==> config.mk <==
export PLATFORM = sky130hd
export DESIGN_NAME = booth_multiplier_seq_flat
export DESIGN_NICKNAME = d
export VERILOG_FILES = /design/src/rtl/booth_multiplier_seq_if.sv /design/src/rtl/booth_multiplier_seq.sv /design/src/flat_wrapper.sv
export SDC_FILE = /design/constraint.sdc
export NUM_CORES = 1
export LEC_CHECK = 0
export ABC_AREA = 1
export CORE_ASPECT_RATIO = 1.4
export CORE_MARGIN = 1
export CORE_UTILIZATION = 55
export DETAILED_ROUTE_END_ITERATION = 7
export GPL_TIMING_DRIVEN = 0
export PLACE_DENSITY = 0.8
export SLEW_MARGIN = 20
export SYNTH_ARGS = -nofsm -noshare
export SYNTH_HDL_FRONTEND = slang
export SYNTH_SLANG_ARGS = --single-unit
==> constraint.sdc <==
create_clock -name clk -period 2.9 [get_ports clk]
set_input_delay 0.29 -clock clk [delete_from_list [all_inputs] [get_ports clk]]
set_output_delay 0.29 -clock clk [all_outputs]
set_load 0.005 [all_outputs]
==> src/rtl/booth_multiplier_seq_if.sv <==
// Start/busy/valid handshake bundle for booth_multiplier_seq.
// Requesters drive start/tc/x/y; the multiplier returns busy/valid/z.
interface booth_multiplier_seq_if #(
    parameter int WIDTH = 8
);
    logic               start;
    logic               tc;
    logic [WIDTH-1:0]   x;
    logic [WIDTH-1:0]   y;
    logic               busy;
    logic               valid;
    logic [2*WIDTH-1:0] z;

    modport master (output start, tc, x, y, input busy, valid, z);
    modport slave  (input start, tc, x, y, output busy, valid, z);
endinterface

==> src/rtl/booth_multiplier_seq.sv <==
// Iterative Booth multiplier, signed or unsigned per operation, full 2*WIDTH product.
// Radix-2 by default; define BOOTH_RADIX4_EN for radix-4 modified Booth (WIDTH must be even).
module booth_multiplier_seq #(
    parameter int WIDTH = 8
) (
    input  logic                 clk,
    input  logic                 rst,
    booth_multiplier_seq_if.slave bus
);
`ifdef BOOTH_RADIX4_EN
    localparam int R  = 2;
    localparam int E  = WIDTH + 2;
    localparam int AW = E + 1;
    if (WIDTH % 2 != 0) begin : g_width_chk
        $error("booth_multiplier_seq: radix-4 build needs an even WIDTH");
    end
`else
    localparam int R  = 1;
    localparam int E  = WIDTH + 1;
    localparam int AW = E;
`endif
    localparam int N  = E / R;
    localparam int CW = $clog2(N + 1);
    localparam int SW = AW + 1;

    typedef enum logic [1:0] {IDLE, RUN, DONE} state_t;

    state_t             state_q;
    logic [AW-1:0]      a_q;
    logic [E-1:0]       q_q;
    logic [E-1:0]       m_q;
    logic               qm1_q;
    logic [CW-1:0]      cnt_q;
    logic               busy_q;
    logic               valid_q;
    logic [2*WIDTH-1:0] z_q;

    logic [SW-1:0]      m_ext;
    logic [SW-1:0]      addend;
    logic [SW-1:0]      sum;
    logic [AW-1:0]      a_d;
    logic [E-1:0]       q_d;
    logic               qm1_d;
    logic [E-1:0]       x_ext;
    logic [E-1:0]       y_ext;

    // The extra high bit(s) make unsigned operands look positive to the recoder.
    assign x_ext = {{(E-WIDTH){bus.tc & bus.x[WIDTH-1]}}, bus.x};
    assign y_ext = {{(E-WIDTH){bus.tc & bus.y[WIDTH-1]}}, bus.y};
    assign m_ext = {{(SW-E){m_q[E-1]}}, m_q};

    always_comb begin
        addend = '0;
`ifdef BOOTH_RADIX4_EN
        case ({q_q[1:0], qm1_q})
            3'b001, 3'b010: addend = m_ext;
            3'b011:         addend = m_ext << 1;
            3'b100:         addend = -(m_ext << 1);
            3'b101, 3'b110: addend = -m_ext;
            default:        addend = '0;
        endcase
        sum   = {a_q[AW-1], a_q} + addend;
        a_d   = {sum[SW-1], sum[SW-1:2]};
        q_d   = {sum[1:0], q_q[E-1:2]};
        qm1_d = q_q[1];
`else
        case ({q_q[0], qm1_q})
            2'b10:   addend = -m_ext;
            2'b01:   addend = m_ext;
            default: addend = '0;
        endcase
        // Sum carries one guard bit so the shift sees the true sign.
        sum   = {a_q[AW-1], a_q} + addend;
        a_d   = sum[SW-1:1];
        q_d   = {sum[0], q_q[E-1:1]};
        qm1_d = q_q[0];
`endif
    end

    always_ff @(posedge clk or negedge rst) begin
        if (!rst) begin
            state_q <= IDLE;
            a_q     <= '0;
            q_q     <= '0;
            m_q     <= '0;
            qm1_q   <= 1'b0;
            cnt_q   <= '0;
            busy_q  <= 1'b0;
            valid_q <= 1'b0;
            z_q     <= '0;
        end else begin
            valid_q <= 1'b0;
            case (state_q)
                IDLE, DONE: begin
                    if (bus.start) begin
                        state_q <= RUN;
                        busy_q  <= 1'b1;
                        a_q     <= '0;
                        q_q     <= y_ext;
                        m_q     <= x_ext;
                        qm1_q   <= 1'b0;
                        cnt_q   <= CW'(N);
                    end else begin
                        state_q <= IDLE;
                        busy_q  <= 1'b0;
                    end
                end
                RUN: begin
                    a_q   <= a_d;
                    q_q   <= q_d;
                    qm1_q <= qm1_d;
                    cnt_q <= cnt_q - 1'b1;
                    if (cnt_q == CW'(1)) begin
                        state_q <= DONE;
                        busy_q  <= 1'b0;
                        valid_q <= 1'b1;
                        z_q     <= (2*WIDTH)'({a_d, q_d});
                    end
                end
                default: begin
                    state_q <= IDLE;
                    busy_q  <= 1'b0;
                end
            endcase
        end
    end

    assign bus.busy  = busy_q;
    assign bus.valid = valid_q;
    assign bus.z     = z_q;
endmodule
==> src/flat_wrapper.sv <==
// flat-port wrapper written by rule: the top's interface ports become plain ports
module booth_multiplier_seq_flat 
#(
    parameter int WIDTH = 8
)
  (clk, rst, bus_start, bus_tc, bus_x, bus_y, bus_busy, bus_valid, bus_z);
  booth_multiplier_seq_if #(.WIDTH(WIDTH)) bus_i ();
  input  logic clk;
  input  logic rst;
  input wire logic [$bits(bus_i.start)-1:0] bus_start;
  input wire logic [$bits(bus_i.tc)-1:0] bus_tc;
  input wire logic [$bits(bus_i.x)-1:0] bus_x;
  input wire logic [$bits(bus_i.y)-1:0] bus_y;
  output wire logic [$bits(bus_i.busy)-1:0] bus_busy;
  output wire logic [$bits(bus_i.valid)-1:0] bus_valid;
  output wire logic [$bits(bus_i.z)-1:0] bus_z;
  assign bus_i.start = bus_start;
  assign bus_i.tc = bus_tc;
  assign bus_i.x = bus_x;
  assign bus_i.y = bus_y;
  assign bus_busy = bus_i.busy;
  assign bus_valid = bus_i.valid;
  assign bus_z = bus_i.z;
  booth_multiplier_seq #(.WIDTH(WIDTH)) u_core (.clk(clk), .rst(rst), .bus(bus_i));
endmodule
==> summary.txt <==
Clock network
  • Clock tree from TritonCTS: built
  • Buffer cell driving the clock tree root: sky130_fd_sc_hd__clkbuf_8
  • Clk sinks: just over 50
  • Post-CTS clock slew at the launch and capture registers of the worst setup and hold paths: 0.09 ns
  • Number of buffers added by the clock tree synthesis step: 5
  • Clock Latency Late Sink: 0.31 ns
  • H-tree levels: 2
  • Number of buffers on the longest clock path: 2

Placement
  • Placed cell count: approximately 440
  • Post-Place Worst Slack: 0.2273 ns
  • Total half-perimeter wirelength after legalization and detailed placement: 4.624 mm
  • Number of buffer cells added on primary ports: 37
  • Placer's final routability congestion estimate: approximately 0.86

Critical path
  • Cell family with most CP delay: adder cells
  • Total number of cells along the worst setup path: 12
  • Data arrival time of the worst path: 2.91 ns
  • Worst R2R Setup Slack: 0.23 ns
  • Type of the setup path with the least slack: reg -> reg
  • Critical-path cell with the highest stage delay: sky130_fd_sc_hd__fa_1
  • Startpoint type of the worst setup path: flop
  • Kind of capture point of the worst setup path: flop
  • CP Buf/Inv Count: 3
  • Endpoint of the most critical setup path: u_core.a_q[3]
  • CP startpoint: u_core.qm1_q
  • End of the worst register-to-register path: u_core.a_q[3]
  • RR Startpoint: u_core.qm1_q
  • Biggest cell delay along the critical path: 0.44 ns
  • Cell-by-cell listing of the critical path: inv_1, ha_1, clkbuf_1, o21bai_1, nor2_1, ha_1, fa_1, nand3_1, nand2_1, xor2_1, inv_1, o21ai_1
  • Reg2reg path depth: 12
  • Critical Path RT: 3.14 ns
  • Largest driver fanout on the critical path: 9

Cells and area
  • Multi-input logic area: 1378 µm²
  • Fin nets: 417
  • Commonest non-fill, non-tap cells in the layout: sky130_fd_sc_hd__nand2_1, sky130_fd_sc_hd__dfrtp_1, sky130_fd_sc_hd__clkdlybuf4s50_1
  • Most common cell after layout, fill and taps aside: sky130_fd_sc_hd__nand2_1
  • Final standard cell utilization of the core: 69.13%
  • Proportion of layout cells with a drive suffix above 1: between 10% and 20%
  • Fill cell count: 400
  • Sequential Area: 1276 µm²
  • Diode insertion count for antenna repair: 0
  • Layout Area Growth over Synthesis: 19.43%
  • Finished Layout Cells: 447

Timing
  • Final Skew: 0.008565 ns
  • Min cycle time layout: roughly 2.7 ns
  • Rel. slew slack: 56.73%
  • Final worst hold slack: -0.005725 ns
  • Final clock period utilization by the worst path: 92.04%
  • Worst path setup slack after routing: roughly 0.23 ns
  • Fin Setup TNS: 0 ns
  • Final count of hold timing violations: 4
  • Final count of pins violating max slew: 0
  • Setup repair after global routing missed its margin: no
  • Count of final setup violators: 0
  • Maximum clock frequency: 374.7 MHz
  • Pin slew with the least headroom to its limit: 0.6490 ns

Die
  • Total number of placement rows: 30
  • DIE HEIGHT: 87.12 µm
  • Core area: 4917 µm²
  • Number of placed I/O pins: 38
  • Initial cell density of the core: 57.89%
  • Area of the die: 5471 µm²
  • Die Wd: 62.80 µm

Yosys
  • Mapped Area: 2846 µm²
  • Synthesis warning total: 0
  • Yosys top cell area share: roughly 45%
  • Avg Inst Size Synth: 8.422 µm²
  • Share of synthesized registers carrying an async set or reset: 100.0%
  • Sequential fraction of the synthesis area: 44.84%
  • Gate count after technology mapping: 338
  • Register bit count reported by yosys: 51
  • Count of flip-flops with a built-in enable after synthesis: 0
  • Post-synthesis cell type with the largest combined area: sky130_fd_sc_hd__dfrtp_1
  • Synth cell types: 38
  • Number of nets in the synthesized netlist: 373
  • Primary flip-flop cell chosen by synthesis mapping: sky130_fd_sc_hd__dfrtp_1
  • Most area-consuming cells after synthesis: sky130_fd_sc_hd__dfrtp_1, sky130_fd_sc_hd__nand2_1, sky130_fd_sc_hd__ha_1

Detailed routing
  • Post-route antenna net violation count: 0
  • Total Routed Length: about 6.2 mm
  • Initial DRC count: 128
  • Via count: approximately 2400
  • DRC violation count after routing: 0
  • Router iterations before antenna repair: 4
  • Average detailed-routed wire length per instance: 13.81 µm
  • Vias per Instance: about 5.4

Pwr
  • Leakage component of the power: ~1.7 nW
  • Total power: 3.873 mW
  • Max rail drop VDD: 0.5896 mV
  • Power per unit of standard cell area: roughly 1100 nW/µm²

Job
  • Reported max-cap violation count: 0

Global routing
  • GR Util All Layers: about a quarter
  • Global-route wire length before repair: 10.53 mm
  • Maximum number of pins on one net before global-route repair: 52
  • Grt ovf: 0
  • Initial antenna violation count: 0
  • Number of global-route vias before repair: roughly 2400

Worst hold path
  • Path type of the worst min-delay path: in -> async

Outcome
  • Result of the run: finished, violations left
  • Failing checks: hold timing
through the flow:
| step | cell area, µm² | hold WS, ns |
|---|---|---|
| after floorplan | 2846 | -0.005591 |
| after global placement | 3297 | 0.4574 |
| after detailed placement | 3294 | 0.3610 |
| after CTS | 3393 | 0.02006 |
| after global routing | 3400 | 0.05300 |
| final | 3400 | -0.005725 |
cell type report:
type	count	share of cell area, %
clock inverters	2	0.4785
multi-input cells	243	40.52
well taps	64	2.356
plain buffers	10	2.024
clock buffers	6	2.429
inverters	34	3.828
flip-flops and latches	51	37.54
repair buffers	37	10.82
worst reg2reg max path: stages (launching register included):
cell	delay, ns
sky130_fd_sc_hd__dfrtp_1	0.38
sky130_fd_sc_hd__inv_1	0.07
sky130_fd_sc_hd__ha_1	0.27
sky130_fd_sc_hd__clkbuf_1	0.30
sky130_fd_sc_hd__o21bai_1	0.24
sky130_fd_sc_hd__nor2_1	0.10
sky130_fd_sc_hd__ha_1	0.24
sky130_fd_sc_hd__fa_1	0.44
sky130_fd_sc_hd__nand3_1	0.10
sky130_fd_sc_hd__nand2_1	0.09
sky130_fd_sc_hd__xor2_1	0.15
sky130_fd_sc_hd__inv_1	0.09
sky130_fd_sc_hd__o21ai_1	0.14
report_power, final:
part / total [mW] / switching (mW) / internal, mW
registers: 1.29 / 0.238 / 1.05
clock network: 0.437 / 0.242 / 0.195
logic: 2.14 / 1.25 / 0.895
Yosys cell counts (3+ instances only):
cell,n
sky130_fd_sc_hd__o21ai_2,8
sky130_fd_sc_hd__nand2_1,107
sky130_fd_sc_hd__dfrtp_1,51
sky130_fd_sc_hd__nand4_1,4
sky130_fd_sc_hd__inv_1,29
sky130_fd_sc_hd__xor2_1,3
sky130_fd_sc_hd__buf_2,4
sky130_fd_sc_hd__o21ai_0,11
sky130_fd_sc_hd__a21oi_1,9
sky130_fd_sc_hd__inv_2,4
sky130_fd_sc_hd__o211ai_1,3
sky130_fd_sc_hd__nand3_1,16
sky130_fd_sc_hd__o22ai_1,3
sky130_fd_sc_hd__nand3b_1,4
sky130_fd_sc_hd__nor2_1,16
sky130_fd_sc_hd__a21o_1,3
sky130_fd_sc_hd__nand2_2,8
sky130_fd_sc_hd__buf_4,3
sky130_fd_sc_hd__o21ai_1,6
sky130_fd_sc_hd__ha_1,14
sky130_fd_sc_hd__nand3_2,3
sky130_fd_sc_hd__o221ai_1,5
sky130_fd_sc_hd__nor2_2,4
cells by family after synthesis:
kind of cell	Yosys count	synth area share [%]
adders and majority gates	15	6.857
DFF	51	44.84
xor gates and xnor gates	5	1.539
and+or+nand+nor	168	27.12
buffers and inverters	44	6.989
AOI/OAI and AO/OA	55	12.66
how the worst min path moves through the flow:
stage | startpoint | endpoint | cells past startpoint
2_1_floorplan | rst | u_core.a_q[0] | 0
3_3_place_gp | u_core.bus.z[4] | u_core.bus.z[4] | 2
3_5_place_dp | rst | u_core.m_q[6] | 1
4_1_cts | rst | u_core.bus.busy | 1
5_1_grt | rst | u_core.m_q[5] | 1
6_report | rst | u_core.m_q[5] | 1
repair_timing:
| action | in CTS | in global routing |
|---|---|---|
| endpoints found under the setup margin | 0 | 2 |
| setup buffers | 0 | 0 |
| hold buffers | 0 | 0 |
| gates resized for setup | 0 | 1 |
sequential cells by signal, summed over array words and instances (netlist names):
signal,cells
u_core.bus.z,16
u_core.a_q,9
u_core.m_q,9
u_core.q_q,9
u_core.cnt_q,4
u_core.bus.busy,1
u_core.bus.valid,1
u_core.qm1_q,1
u_core.state_q,1
per-layer routing:
layer	vias up	global-route usage [%]	routed length [µm]
met5	-	0	0
met4	0	9.725	118
met3	10	4.058	187
met2	47	44.86	3289
met1	1141	29.73	2578
li1	1199	-	-
Power figures use the tool's default switching activity.
